### config.mk
export PLATFORM = sky130hd
export DESIGN_NAME = tl_ul_master_adapter_flat
export DESIGN_NICKNAME = d
export VERILOG_FILES = /design/src/rtl/tl_ul_master_adapter_if.sv /design/src/rtl/tl_ul_master_adapter.sv /design/src/flat_wrapper.sv
export SDC_FILE = /design/constraint.sdc
export NUM_CORES = 1
export LEC_CHECK = 0
export CAP_MARGIN = 20
export CORE_MARGIN = 2
export CORE_UTILIZATION = 28
export DETAILED_ROUTE_END_ITERATION = 16
export SLEW_MARGIN = 20
export SYNTH_ARGS = -nofsm -noshare
export SYNTH_HDL_FRONTEND = slang
export SYNTH_SLANG_ARGS = --single-unit
export TNS_END_PERCENT = 5
### constraint.sdc
create_clock -name clk -period 4.6 [get_ports clk]
set_clock_uncertainty 0.1 [all_clocks]
set_input_delay 0.92 -clock clk [delete_from_list [all_inputs] [get_ports clk]]
set_output_delay 0.92 -clock clk [all_outputs]
set_load 0.01 [all_outputs]
### src/rtl/tl_ul_master_adapter_if.sv
// TL-UL Channel A/D bundle between a master adapter and the fabric.
// The master drives Channel A and d_ready; the slave drives a_ready and Channel D.
interface tl_ul_master_adapter_if #(
  parameter int DATA_WIDTH   = 32,
  parameter int ADDR_WIDTH   = 32,
  parameter int SOURCE_WIDTH = 2,
  parameter int SINK_WIDTH   = 1,
  parameter int SIZE_WIDTH   = 3
);
  logic [2:0]              a_opcode;
  logic [2:0]              a_param;
  logic [SIZE_WIDTH-1:0]   a_size;
  logic [SOURCE_WIDTH-1:0] a_source;
  logic [ADDR_WIDTH-1:0]   a_address;
  logic [DATA_WIDTH/8-1:0] a_mask;
  logic [DATA_WIDTH-1:0]   a_data;
  logic                    a_corrupt;
  logic                    a_valid;
  logic                    a_ready;

  logic [2:0]              d_opcode;
  logic [1:0]              d_param;
  logic [SIZE_WIDTH-1:0]   d_size;
  logic [SOURCE_WIDTH-1:0] d_source;
  logic [SINK_WIDTH-1:0]   d_sink;
  logic                    d_denied;
  logic [DATA_WIDTH-1:0]   d_data;
  logic                    d_corrupt;
  logic                    d_valid;
  logic                    d_ready;

  modport master (
    output a_opcode, a_param, a_size, a_source, a_address, a_mask, a_data, a_corrupt, a_valid,
    input  a_ready,
    input  d_opcode, d_param, d_size, d_source, d_sink, d_denied, d_data, d_corrupt, d_valid,
    output d_ready
  );

  modport slave (
    input  a_opcode, a_param, a_size, a_source, a_address, a_mask, a_data, a_corrupt, a_valid,
    output a_ready,
    output d_opcode, d_param, d_size, d_source, d_sink, d_denied, d_data, d_corrupt, d_valid,
    input  d_ready
  );
endinterface

### src/rtl/tl_ul_master_adapter.sv
// Core load/store -> TL-UL Get/Put master with one outstanding transaction per source ID.
// Request to a_valid and D beat to rsp_valid are 1 cycle; req_ready drops when no source is free or A is stalled.
module tl_ul_master_adapter #(
  parameter int DATA_WIDTH   = 32,
  parameter int ADDR_WIDTH   = 32,
  parameter int SOURCE_WIDTH = 2,
  parameter int SINK_WIDTH   = 1,
  parameter int SIZE_WIDTH   = 3
) (
  input  logic                      clk,
  input  logic                      rst,

  input  logic                      req_valid,
  output logic                      req_ready,
  input  logic [ADDR_WIDTH-1:0]     req_addr,
  input  logic                      req_we,
  input  logic [DATA_WIDTH-1:0]     req_wdata,
  input  logic [DATA_WIDTH/8-1:0]   req_be,
  input  logic [SIZE_WIDTH-1:0]     req_size,

  output logic                      rsp_valid,
  input  logic                      rsp_ready,
  output logic [DATA_WIDTH-1:0]     rsp_rdata,
  output logic                      rsp_err,
  output logic                      rsp_we,
  output logic [SOURCE_WIDTH-1:0]   rsp_source,

  tl_ul_master_adapter_if.master    tl,

  output logic [SOURCE_WIDTH:0]     outstanding_cnt,
  output logic                      idle
);

  localparam int NSRC      = 1 << SOURCE_WIDTH;
  localparam int MASK_W    = DATA_WIDTH / 8;
  localparam int FULL_SIZE = $clog2(MASK_W);

  localparam logic [2:0] OP_PUT_FULL    = 3'd0;
  localparam logic [2:0] OP_PUT_PARTIAL = 3'd1;
  localparam logic [2:0] OP_GET         = 3'd4;
  localparam logic [2:0] OP_ACK         = 3'd0;
  localparam logic [2:0] OP_ACK_DATA    = 3'd1;

  logic [2:0]              a_opcode_q,  a_opcode_d;
  logic [SIZE_WIDTH-1:0]   a_size_q,    a_size_d;
  logic [SOURCE_WIDTH-1:0] a_source_q,  a_source_d;
  logic [ADDR_WIDTH-1:0]   a_address_q, a_address_d;
  logic [MASK_W-1:0]       a_mask_q,    a_mask_d;
  logic [DATA_WIDTH-1:0]   a_data_q,    a_data_d;
  logic                    a_valid_q,   a_valid_d;

  logic                    rsp_valid_q,  rsp_valid_d;
  logic [DATA_WIDTH-1:0]   rsp_rdata_q,  rsp_rdata_d;
  logic                    rsp_err_q,    rsp_err_d;
  logic                    rsp_we_q,     rsp_we_d;
  logic [SOURCE_WIDTH-1:0] rsp_source_q, rsp_source_d;

  logic [NSRC-1:0]         busy_q, busy_d;
  logic [SOURCE_WIDTH:0]   cnt_q,  cnt_d;

  logic [SOURCE_WIDTH-1:0] free_id;
  logic                    any_free;
  logic                    accept;
  logic                    a_fire;
  logic                    d_ready;
  logic                    d_fire;
  logic                    src_busy;
  logic                    full_put;
  logic                    bad_opcode;
  logic                    unused_d;

  // Lowest-numbered free source wins; scanning downward leaves the smallest index last.
  always_comb begin
    free_id = '0;
    for (int i = NSRC - 1; i >= 0; i--) begin
      if (!busy_q[i]) begin
        free_id = SOURCE_WIDTH'(i);
      end
    end
  end

  assign any_free   = |(~busy_q);
  assign req_ready  = any_free && (!a_valid_q || tl.a_ready);
  assign accept     = req_valid && req_ready;
  assign a_fire     = a_valid_q && tl.a_ready;
  assign d_ready    = !rsp_valid_q || rsp_ready;
  assign d_fire     = tl.d_valid && d_ready;
  assign src_busy   = busy_q[tl.d_source];
  assign full_put   = (&req_be) && (req_size == SIZE_WIDTH'(FULL_SIZE));
  assign bad_opcode = (tl.d_opcode != OP_ACK) && (tl.d_opcode != OP_ACK_DATA);
  assign unused_d   = ^{tl.d_param, tl.d_size, tl.d_sink};

  always_comb begin
    a_valid_d   = a_valid_q;
    a_opcode_d  = a_opcode_q;
    a_size_d    = a_size_q;
    a_source_d  = a_source_q;
    a_address_d = a_address_q;
    a_mask_d    = a_mask_q;
    a_data_d    = a_data_q;
    if (accept) begin
      a_valid_d   = 1'b1;
      a_source_d  = free_id;
      a_address_d = req_addr;
      a_size_d    = req_size;
      a_mask_d    = req_be;
      if (!req_we) begin
        a_opcode_d = OP_GET;
        a_data_d   = '0;
      end else begin
        a_opcode_d = full_put ? OP_PUT_FULL : OP_PUT_PARTIAL;
        a_data_d   = req_wdata;
      end
    end else if (a_fire) begin
      a_valid_d = 1'b0;
    end
  end

  always_comb begin
    rsp_valid_d  = rsp_valid_q;
    rsp_rdata_d  = rsp_rdata_q;
    rsp_err_d    = rsp_err_q;
    rsp_we_d     = rsp_we_q;
    rsp_source_d = rsp_source_q;
    if (d_fire) begin
      rsp_valid_d  = 1'b1;
      rsp_source_d = tl.d_source;
      rsp_we_d     = (tl.d_opcode == OP_ACK);
      rsp_rdata_d  = (tl.d_opcode == OP_ACK_DATA) ? tl.d_data : '0;
      rsp_err_d    = tl.d_denied | tl.d_corrupt | bad_opcode | !src_busy;
    end else if (rsp_valid_q && rsp_ready) begin
      rsp_valid_d = 1'b0;
    end
  end

  // Free before allocate: a stray D beat to the source being handed out must not cancel it.
  always_comb begin
    busy_d = busy_q;
    if (d_fire) begin
      busy_d[tl.d_source] = 1'b0;
    end
    if (accept) begin
      busy_d[free_id] = 1'b1;
    end
    cnt_d = cnt_q + (SOURCE_WIDTH+1)'(accept) - (SOURCE_WIDTH+1)'(d_fire && src_busy);
  end

  always_ff @(posedge clk or posedge rst) begin
    if (rst) begin
      a_valid_q    <= 1'b0;
      a_opcode_q   <= '0;
      a_size_q     <= '0;
      a_source_q   <= '0;
      a_address_q  <= '0;
      a_mask_q     <= '0;
      a_data_q     <= '0;
      rsp_valid_q  <= 1'b0;
      rsp_rdata_q  <= '0;
      rsp_err_q    <= 1'b0;
      rsp_we_q     <= 1'b0;
      rsp_source_q <= '0;
      busy_q       <= '0;
      cnt_q        <= '0;
    end else begin
      a_valid_q    <= a_valid_d;
      a_opcode_q   <= a_opcode_d;
      a_size_q     <= a_size_d;
      a_source_q   <= a_source_d;
      a_address_q  <= a_address_d;
      a_mask_q     <= a_mask_d;
      a_data_q     <= a_data_d;
      rsp_valid_q  <= rsp_valid_d;
      rsp_rdata_q  <= rsp_rdata_d;
      rsp_err_q    <= rsp_err_d;
      rsp_we_q     <= rsp_we_d;
      rsp_source_q <= rsp_source_d;
      busy_q       <= busy_d;
      cnt_q        <= cnt_d;
    end
  end

  assign tl.a_valid   = a_valid_q;
  assign tl.a_opcode  = a_opcode_q;
  assign tl.a_param   = 3'b000;
  assign tl.a_size    = a_size_q;
  assign tl.a_source  = a_source_q;
  assign tl.a_address = a_address_q;
  assign tl.a_mask    = a_mask_q;
  assign tl.a_data    = a_data_q;
  assign tl.a_corrupt = 1'b0;
  assign tl.d_ready   = d_ready;

  assign rsp_valid       = rsp_valid_q;
  assign rsp_rdata       = rsp_rdata_q;
  assign rsp_err         = rsp_err_q;
  assign rsp_we          = rsp_we_q;
  assign rsp_source      = rsp_source_q;
  assign outstanding_cnt = cnt_q;
  assign idle            = (cnt_q == '0) && !a_valid_q && !rsp_valid_q;

  logic [ADDR_WIDTH-1:0] align_mask;
  assign align_mask = (ADDR_WIDTH'(1) << req_size) - ADDR_WIDTH'(1);

  a_req_size_ok: assert property (@(posedge clk) disable iff (rst)
    accept |-> (req_size <= SIZE_WIDTH'(FULL_SIZE)));

  a_req_aligned: assert property (@(posedge clk) disable iff (rst)
    accept |-> ((req_addr & align_mask) == '0));

  a_cnt_matches_busy: assert property (@(posedge clk) disable iff (rst)
    $countones(busy_q) == int'(cnt_q));

endmodule

### src/flat_wrapper.sv
// flat-port wrapper written by rule: the top's interface ports become plain ports
module tl_ul_master_adapter_flat 
#(
  parameter int DATA_WIDTH   = 32,
  parameter int ADDR_WIDTH   = 32,
  parameter int SOURCE_WIDTH = 2,
  parameter int SINK_WIDTH   = 1,
  parameter int SIZE_WIDTH   = 3
)
  (clk, rst, req_valid, req_ready, req_addr, req_we, req_wdata, req_be, req_size, rsp_valid, rsp_ready, rsp_rdata, rsp_err, rsp_we, rsp_source, outstanding_cnt, idle, tl_a_opcode, tl_a_param, tl_a_size, tl_a_source, tl_a_address, tl_a_mask, tl_a_data, tl_a_corrupt, tl_a_valid, tl_a_ready, tl_d_opcode, tl_d_param, tl_d_size, tl_d_source, tl_d_sink, tl_d_denied, tl_d_data, tl_d_corrupt, tl_d_valid, tl_d_ready);
  tl_ul_master_adapter_if #(.DATA_WIDTH(DATA_WIDTH), .ADDR_WIDTH(ADDR_WIDTH), .SOURCE_WIDTH(SOURCE_WIDTH), .SINK_WIDTH(SINK_WIDTH), .SIZE_WIDTH(SIZE_WIDTH)) tl_i ();
  input  logic clk;
  input  logic rst;
  input  logic req_valid;
  output logic req_ready;
  input  logic [ADDR_WIDTH-1:0] req_addr;
  input  logic req_we;
  input  logic [DATA_WIDTH-1:0] req_wdata;
  input  logic [DATA_WIDTH/8-1:0] req_be;
  input  logic [SIZE_WIDTH-1:0] req_size;
  output logic rsp_valid;
  input  logic rsp_ready;
  output logic [DATA_WIDTH-1:0] rsp_rdata;
  output logic rsp_err;
  output logic rsp_we;
  output logic [SOURCE_WIDTH-1:0] rsp_source;
  output logic [SOURCE_WIDTH:0] outstanding_cnt;
  output logic idle;
  output wire logic [$bits(tl_i.a_opcode)-1:0] tl_a_opcode;
  output wire logic [$bits(tl_i.a_param)-1:0] tl_a_param;
  output wire logic [$bits(tl_i.a_size)-1:0] tl_a_size;
  output wire logic [$bits(tl_i.a_source)-1:0] tl_a_source;
  output wire logic [$bits(tl_i.a_address)-1:0] tl_a_address;
  output wire logic [$bits(tl_i.a_mask)-1:0] tl_a_mask;
  output wire logic [$bits(tl_i.a_data)-1:0] tl_a_data;
  output wire logic [$bits(tl_i.a_corrupt)-1:0] tl_a_corrupt;
  output wire logic [$bits(tl_i.a_valid)-1:0] tl_a_valid;
  input wire logic [$bits(tl_i.a_ready)-1:0] tl_a_ready;
  input wire logic [$bits(tl_i.d_opcode)-1:0] tl_d_opcode;
  input wire logic [$bits(tl_i.d_param)-1:0] tl_d_param;
  input wire logic [$bits(tl_i.d_size)-1:0] tl_d_size;
  input wire logic [$bits(tl_i.d_source)-1:0] tl_d_source;
  input wire logic [$bits(tl_i.d_sink)-1:0] tl_d_sink;
  input wire logic [$bits(tl_i.d_denied)-1:0] tl_d_denied;
  input wire logic [$bits(tl_i.d_data)-1:0] tl_d_data;
  input wire logic [$bits(tl_i.d_corrupt)-1:0] tl_d_corrupt;
  input wire logic [$bits(tl_i.d_valid)-1:0] tl_d_valid;
  output wire logic [$bits(tl_i.d_ready)-1:0] tl_d_ready;
  assign tl_a_opcode = tl_i.a_opcode;
  assign tl_a_param = tl_i.a_param;
  assign tl_a_size = tl_i.a_size;
  assign tl_a_source = tl_i.a_source;
  assign tl_a_address = tl_i.a_address;
  assign tl_a_mask = tl_i.a_mask;
  assign tl_a_data = tl_i.a_data;
  assign tl_a_corrupt = tl_i.a_corrupt;
  assign tl_a_valid = tl_i.a_valid;
  assign tl_i.a_ready = tl_a_ready;
  assign tl_i.d_opcode = tl_d_opcode;
  assign tl_i.d_param = tl_d_param;
  assign tl_i.d_size = tl_d_size;
  assign tl_i.d_source = tl_d_source;
  assign tl_i.d_sink = tl_d_sink;
  assign tl_i.d_denied = tl_d_denied;
  assign tl_i.d_data = tl_d_data;
  assign tl_i.d_corrupt = tl_d_corrupt;
  assign tl_i.d_valid = tl_d_valid;
  assign tl_d_ready = tl_i.d_ready;
  tl_ul_master_adapter #(.DATA_WIDTH(DATA_WIDTH), .ADDR_WIDTH(ADDR_WIDTH), .SOURCE_WIDTH(SOURCE_WIDTH), .SINK_WIDTH(SINK_WIDTH), .SIZE_WIDTH(SIZE_WIDTH)) u_core (.clk(clk), .rst(rst), .req_valid(req_valid), .req_ready(req_ready), .req_addr(req_addr), .req_we(req_we), .req_wdata(req_wdata), .req_be(req_be), .req_size(req_size), .rsp_valid(rsp_valid), .rsp_ready(rsp_ready), .rsp_rdata(rsp_rdata), .rsp_err(rsp_err), .rsp_we(rsp_we), .rsp_source(rsp_source), .tl(tl_i), .outstanding_cnt(outstanding_cnt), .idle(idle));
endmodule
After elaboration in Yosys (flattened, before gate mapping). Index checks and enable logic that the tools add are counted.

Flip-flop bits (word level): 121. Input bits: 123. Output and inout port bits: 124. Logic and storage cells: 74.

$add $sub $neg: 2. Magnitude comparators: 4. Eq/ne operators: 3. Multiplexer cells: 20. Bitwise operators: 7. Reductions and logical operators: 24.

Operator list (count): $mux 32 (2); $logic_and 1x1->1 (12); $mux 1 (8); $mux 2 (4); $mux 4 (2); $not 4->4 (2); $logic_not 3->1 (2); $lt 2x3->1 const B (2); $and 4x4->4 (1); $demux 1 s2 (2); $ge 2x1->1 const B (2); $or 4x4->4 (1); $reduce_and 4->1 (1); $reduce_bool 2->1 (2); $reduce_or 4->1 (1); $add 3x1->3 (1); $eq 3x1->1 const B (1); $eq 3x2->1 const B (1); $logic_not 1->1 (3); $mux 3 (1); $ne 3x1->1 const B (1); $or 1x1->1 (3); $reduce_bool 3->1 (1); $sub 3x1->3 (1); other kinds (2) (3).

Longest topological paths before layout. Gate-level depths: netlist of the first run.

Depth in word-level cells: 10. Depth in mapped cells: 9. Gate-level depth less buffers: 9.

Worst setup path after synthesis of the first run. OpenSTA, ideal clock, no wires.

Path type: input-to-reg. Start point: input tl_d_source[0]. End point: register u_core.cnt_q[2] (netlist: u_core.outstanding_cnt[2]). Library setup time: 123 ps. Arrival time: 2677 ps. Required time: 4377 ps. Slack: 1700 ps. Cell stages on the path: 8. Path buffers: 0. Path through: mux4_2 > and3_1 > ha_1 > inv_1 > ha_1 > fa_1 > xnor2_1 > xnor2_1.

Cells in the longest elaborated chain, start to end: 4.

RTL lines: start, declared (RTL line flat_wrapper.sv:42) `input wire logic [$bits(tl_i.d_source)-1:0] tl_d_source;`; $bmux 1 s2 (RTL line tl_ul_master_adapter.sv:88) `assign src_busy = busy_q[tl.d_source];`; $mux 1 (implied by the code) (RTL line tl_ul_master_adapter.sv:88); $logic_and 1x1->1 (RTL line tl_ul_master_adapter.sv:145) `cnt_d = cnt_q + (SOURCE_WIDTH+1)'(accept) - (SOURCE_WIDTH+1)'(d_fire && src_busy);`; $sub 3x1->3 (RTL line tl_ul_master_adapter.sv:145); net u_core.cnt_d[2] (RTL line tl_ul_master_adapter.sv:59) `logic [SOURCE_WIDTH:0] cnt_q, cnt_d;`; end signal, assigned (RTL line tl_ul_master_adapter.sv:178) `cnt_q <= cnt_d;`; end, declared (RTL line tl_ul_master_adapter.sv:59).

The timed path passes the listed nets, and every way through them passes these cells. The select of a mux whose other input is x is not followed. A chain may end at the register's enable or synchronous reset.

Worst setup path after layout of the first run.
Start point: input tl_a_ready. End point: output req_ready.

Cells in the longest elaborated chain, start to end: 2.

RTL lines: start, declared (RTL line flat_wrapper.sv:38) `input wire logic [$bits(tl_i.a_ready)-1:0] tl_a_ready;`; $logic_or 1x1->1 (RTL line tl_ul_master_adapter.sv:83) `assign req_ready = any_free && (!a_valid_q || tl.a_ready);`; $logic_and 1x1->1 (RTL line tl_ul_master_adapter.sv:83); end, declared (RTL line flat_wrapper.sv:15) `output logic req_ready;`.

No other way between the ends.

==> results.toml, run 1 <==
[setup_path]
end_kind = "output port"
startpoint_type = "primary input"
worstPathMaxFanout = 7
critPathKind = "in -> out"
worst_ep_arrival_time_ns = 2.29
critPathRequiredTime_ns = 3.58

[yosys]
synth-seq-area-share = 0.609
synthesis.yosys.warnings = 0
dominantRegCellSynth = "sky130_fd_sc_hd__dfrtp_1"
syn_area_mm2 = 0.00493
syn_avg_cell_area_um2 = 13.4
postSynthCellCount = 368
ys_types = 43
number_of_enable_type_register_cells_in_the_synthesized_netlist = 0
synth-seq-cells = 120
async_flop_share = 1.00

[place]
detailedPlacementHpwl_um = 9260
io_buffers = 235
gp_routability_congestion = 0.717

[detailed_routing]
avgRoutedWirePerCell_um = 15.4
via_count = 3765
dr.pass1.iters = 4
postRouteWirelength_um = 13000
initialDrtViolationCount = 122
average_vias_per_placed_instance = 4.47
drt.antenna.violating_nets = 0
remaining_drc_errors = 0

[run_status]
outcome = "complete, no violations"

[sta]
slew-limit-headroom = 0.449
fmaxAchievable_mhz = 302
maxSlewViolCount = 0
finalCritPeriodShare = 0.719
grt_setup_unrepaired = "false"
hold_viol = 0
worstMarginPinSlew_ns = 0.827
setup_total_negative_slack_ns = 0
timing.final.setup_violations = 0
fin_hold_ws_ns = 0.401
final_period_minus_worst_setup_slack_ns = 3.31

[clock_network]
cts_tree = "yes"
post-cts-setup-buffers = 0
h-tree-depth = 4
cts_root_buf = "sky130_fd_sc_hd__clkbuf_16"
cts_num_sinks = 120
clk_path_buf_depth = 2
numCtsBuffers = 17
ctsHoldBuffers = 0
clkTransAtPathRegs_ns = 0.05
total_of_cells_resized_after_clock_tree_synthesis = 0
clock_insertion_delay_at_the_later_pin_of_the_skew_report_ns = 0.40

[pwr]
power_leakage_uw = 0.00359
power-per-cell-area_mw_per_mm2 = 553
design_power_total_uw = 4430
max-vdd-ir-drop_mv = 0.288

[grt]
grt_antenna_before_repair = 0
grt_usage = 0.141
grt-ovfl-total = 0
grt_first_pass_wirelength_um = 20300
grt_start_max_net_pins = 67
grt_pass1_vias = 3974

[layout]
insertedDiodeCount = 0
num-nets-final = 732
layout-drive-gt1-share = 0.139
area_growth_syn_to_layout_pct = 62.2
most_frequent_cells_in_the_layout = "sky130_fd_sc_hd__clkdlybuf4s50_1, sky130_fd_sc_hd__dfrtp_1, sky130_fd_sc_hd__inv_1"
mostFrequentLayoutCell = "sky130_fd_sc_hd__clkdlybuf4s50_1"
utilization = 0.464

[die]
ios = 247
core_mm2 = 0.0172
die_x_um = 137
initial_util = 0.286
core_rows = 48
die-area_mm2 = 0.0187
die_y_um = 137

[run]
maxCapViolations = 0

[hold_path]
hold_class = "reg -> reg"
area by class of cell:
| type | instances | area [um2] |
|---|---|---|
| tap | 225 | 282 |
| sequential | 120 | 3000 |
| multi-input combinational | 187 | 1590 |
| clock inverter | 7 | 67.6 |
| inverter | 41 | 156 |
| timing repair buffer | 239 | 2390 |
| fill | 1556 | 9240 |
| clock buffer | 23 | 508 |
cells in the mapped netlist (2+ instances only):
| library cell | number | area share |
|---|---|---|
| sky130_fd_sc_hd__xnor2_1 | 2 | 0.0036 |
| sky130_fd_sc_hd__ha_1 | 2 | 0.0051 |
| sky130_fd_sc_hd__dfrtp_1 | 120 | 0.61 |
| sky130_fd_sc_hd__mux2i_1 | 32 | 0.065 |
| sky130_fd_sc_hd__mux2_4 | 5 | 0.015 |
| sky130_fd_sc_hd__mux2_2 | 38 | 0.087 |
| sky130_fd_sc_hd__buf_6 | 6 | 0.014 |
| sky130_fd_sc_hd__a22o_1 | 33 | 0.059 |
| sky130_fd_sc_hd__and4_1 | 2 | 0.0036 |
| sky130_fd_sc_hd__a21oi_1 | 2 | 0.0020 |
| sky130_fd_sc_hd__buf_4 | 8 | 0.012 |
| sky130_fd_sc_hd__inv_1 | 40 | 0.030 |
| sky130_fd_sc_hd__buf_12 | 2 | 0.0081 |
| sky130_fd_sc_hd__clkbuf_1 | 4 | 0.0030 |
| sky130_fd_sc_hd__a31oi_1 | 5 | 0.0063 |
| sky130_fd_sc_hd__buf_2 | 4 | 0.0041 |
| sky130_fd_sc_hd__nand2_1 | 36 | 0.027 |
| sky130_fd_sc_hd__nor2_1 | 2 | 0.0015 |
worst max-delay path, stage by stage:
cell                              delay (ns)
sky130_fd_sc_hd__clkdlybuf4s50_1        0.44
sky130_fd_sc_hd__nand2b_2               0.20
sky130_fd_sc_hd__and2_1                 0.17
sky130_fd_sc_hd__clkdlybuf4s50_1        0.56
path summary, 6_finish.rpt:
path	from	to	slack [ns]	depth (start not counted)
min	u_core.rsp_rdata[20]	u_core.rsp_rdata[20]	0.40	1
max in group asynchronous	rst	u_core.tl.a_size[1]	2.64	3
min in group asynchronous	rst	u_core.tl.a_address[16]	0.91	2
min reg2reg	u_core.rsp_rdata[20]	u_core.rsp_rdata[20]	0.40	1
max	tl_a_ready	req_ready	1.29	4
max reg2reg	u_core.busy_q[0]	u_core.outstanding_cnt[2]	2.08	8
where the power goes:
part	total, uW	leakage, uW	switching [uW]	internal, uW
combinational	1570	0.00181	617	952
clock	1280	0.000279	463	820
sequential	1580	0.00150	186	1390
total	4430	0.00359	1270	3160
flip-flops by register name (all words and copies together), names as in the netlist:
register,flops
u_core.rsp_rdata,32
u_core.tl.a_address,32
u_core.tl.a_data,32
u_core.busy_q,4
u_core.tl.a_mask,4
u_core.outstanding_cnt,3
u_core.tl.a_size,3
u_core.rsp_source,2
u_core.tl.a_opcode,2
u_core.tl.a_source,2
u_core.rsp_err,1
u_core.rsp_valid,1
u_core.rsp_we,1
u_core.tl.a_valid,1
kinds of logic after synthesis:
| kind of cell | Yosys count | synth area share |
|---|---|---|
| and+or+nand+nor | 54 | 0.0551 |
| DFF | 120 | 0.609 |
| other | 1 | 0.000760 |
| AOI/OAI and AO/OA | 47 | 0.0787 |
| buffers and inverters | 65 | 0.0723 |
| xor gates and xnor gates | 2 | 0.00355 |
| muxes | 76 | 0.172 |
| adders and majority gates | 3 | 0.00913 |
stage by stage:
stage | instance area [um2] | cells | setup slack (ns)
6_report | 8000 | 842 | 1.29
4_1_cts | 8000 | 842 | 1.28
3_5_place_dp | 7420 | 812 | 0.957
2_1_floorplan | 4950 | 372 | 0.394
3_3_place_gp | 7420 | 812 | 0.995
5_1_grt | 8000 | 842 | 1.25
metal layers:
metal	track usage	part of all wire
met5	0	0
met4	0.0567	0.015
met3	0.0604	0.11
met2	0.231	0.48
met1	0.162	0.40
No activity file was read; power rests on OpenSTA's default activity.
==> run 2: changes to the inputs <==
==> constraint.sdc (replaced) <==
create_clock -name clk -period 3.2 [get_ports clk]
set_clock_uncertainty 0.1 [all_clocks]
set_input_delay 0.64 -clock clk [delete_from_list [all_inputs] [get_ports clk]]
set_output_delay 0.64 -clock clk [all_outputs]
set_load 0.01 [all_outputs]
==> results.toml, run 2 (synthesis gave the netlist of run 1 again) <==
[die]
initial_util = 0.286
die-area_mm2 = 0.0187
core_mm2 = 0.0172
ios = 247
die_x_um = 137
core_rows = 48
die_y_um = 137

[setup_path]
worst_ep_arrival_time_ns = 3.07
end_kind = "flop"
critPathKind = "in -> reg"
worstPathMaxFanout = 2
critPathRequiredTime_ns = 3.42
worst_r2r_path_depth = 8
startpoint_type = "primary input"
r2r_setup_slack_ns = 0.67

[sta]
timing.final.setup_violations = 0
finalWorstSetupSlack_ns = 0.357
grt_setup_unrepaired = "false"
finalCritPeriodShare = 0.889
setup_total_negative_slack_ns = 0
maxSlewViolCount = 0
hold_viol = 0
worstMarginPinSlew_ns = 0.637
final_period_minus_worst_setup_slack_ns = 2.84
slew-limit-headroom = 0.575
fmaxAchievable_mhz = 352
fin_hold_ws_ns = 0.401

[clock_network]
clkTransAtPathRegs_ns = 0.06
h-tree-depth = 4
clk_path_buf_depth = 2
post-cts-setup-buffers = 0
ctsHoldBuffers = 0
numCtsBuffers = 17
cts_num_sinks = 120
clock_insertion_delay_at_the_later_pin_of_the_skew_report_ns = 0.40
cts_root_buf = "sky130_fd_sc_hd__clkbuf_16"
cts_tree = "yes"
total_of_cells_resized_after_clock_tree_synthesis = 0

[place]
io_buffers = 235
gp_routability_congestion = 0.714
detailedPlacementHpwl_um = 9710
post-place-cells = 817
dpl_worst_slack_ns = -0.0703

[layout]
instances_no_fill = 849
nFillCells = 1535
layout-drive-gt1-share = 0.149
most_frequent_cells_in_the_layout = "sky130_fd_sc_hd__clkdlybuf4s50_1, sky130_fd_sc_hd__dfrtp_1, sky130_fd_sc_hd__inv_1"
insertedDiodeCount = 0
num-nets-final = 737
area_growth_syn_to_layout_pct = 64.7
mostFrequentLayoutCell = "sky130_fd_sc_hd__clkdlybuf4s50_1"
utilization = 0.471

[run]
maxCapViolations = 0

[pwr]
max-vdd-ir-drop_mv = 0.355
power-per-cell-area_mw_per_mm2 = 819
power_leakage_uw = 0.00364

[grt]
grt_antenna_before_repair = 0
grt_usage = 0.145
grt_pass1_vias = 4080
grt_first_pass_wirelength_um = 20700
grt_start_max_net_pins = 76
grt-ovfl-total = 0

[run_status]
outcome = "complete, no violations"

[detailed_routing]
via_count = 3750
postRouteWirelength_um = 13200
dr.pass1.iters = 4
initialDrtViolationCount = 119
drt.antenna.violating_nets = 0
remaining_drc_errors = 0
average_vias_per_placed_instance = 4.42
avgRoutedWirePerCell_um = 15.5

[hold_path]
hold_class = "reg -> reg"
whs_path_depth = 1
## run 2: changes by cell type in the layout (fill, tap and decap cells not counted)
| cell | delta |
|---|---|
| sky130_fd_sc_hd__clkinvlp_4 | +1 |
| sky130_fd_sc_hd__inv_4 | -1 |
| sky130_fd_sc_hd__clkinv_4 | +3 |
| sky130_fd_sc_hd__inv_6 | +2 |
| sky130_fd_sc_hd__bufinv_16 | +4 |
| sky130_fd_sc_hd__buf_4 | +5 |
| sky130_fd_sc_hd__clkbuf_8 | -5 |
| sky130_fd_sc_hd__clkinv_2 | -2 |
## run 2: worst paths after layout
path                                    startpoint                        end
min in group asynchronous                      rst       u_core.tl.a_data[10]
min                        u_core.tl.a_address[21]    u_core.tl.a_address[21]
min reg2reg                u_core.tl.a_address[21]    u_core.tl.a_address[21]
max                                 tl_d_source[0]  u_core.outstanding_cnt[2]
max in group asynchronous                      rst           u_core.busy_q[0]
max reg2reg                       u_core.busy_q[0]  u_core.outstanding_cnt[2]
## run 2: worst max-delay path: stages
cell                              delay [ns]
sky130_fd_sc_hd__clkdlybuf4s50_1        0.50
sky130_fd_sc_hd__mux4_2                 0.53
sky130_fd_sc_hd__and3_1                 0.21
sky130_fd_sc_hd__ha_1                   0.27
sky130_fd_sc_hd__inv_1                  0.04
sky130_fd_sc_hd__ha_1                   0.18
sky130_fd_sc_hd__fa_1                   0.38
sky130_fd_sc_hd__xnor2_1                0.18
sky130_fd_sc_hd__xnor2_1                0.14
## run 2: per-layer routing
| layer | track usage | wire length, um |
|---|---|---|
| met5 | 0 | 0 |
| met2 | 0.251 | 6600 |
| met3 | 0.0556 | 1270 |
| met4 | 0.0521 | 181 |
| met1 | 0.161 | 5150 |
## run 2: cell type report
type / instances / area (um2) / area share
Sequential cell: 120 / 3000 / 0.370
Timing Repair Buffer: 244 / 2430 / 0.299
Multi-Input combinational cell: 187 / 1590 / 0.195
Clock buffer: 18 / 439 / 0.0541
Tap cell: 225 / 282 / 0.0347
Clock inverter: 14 / 221 / 0.0273
Inverter: 41 / 158 / 0.0194
## run 2: metrics by stage
| step | total power (uW) | area [um2] |
|---|---|---|
| finish | 6660 | 8120 |
| global route | 7030 | 8120 |
| CTS | 6760 | 8120 |
| detailed placement | 4600 | 7460 |
| global placement | 4540 | 7460 |
| floorplan | 3300 | 4950 |
## run 2: power by group
part	total, uW	leakage (uW)	switching, uW	internal, uW
sequential	2270	0.00150	277	2000
clock	2120	0.000313	708	1410
combinational	2270	0.00183	887	1380
total	6660	0.00364	1870	4780
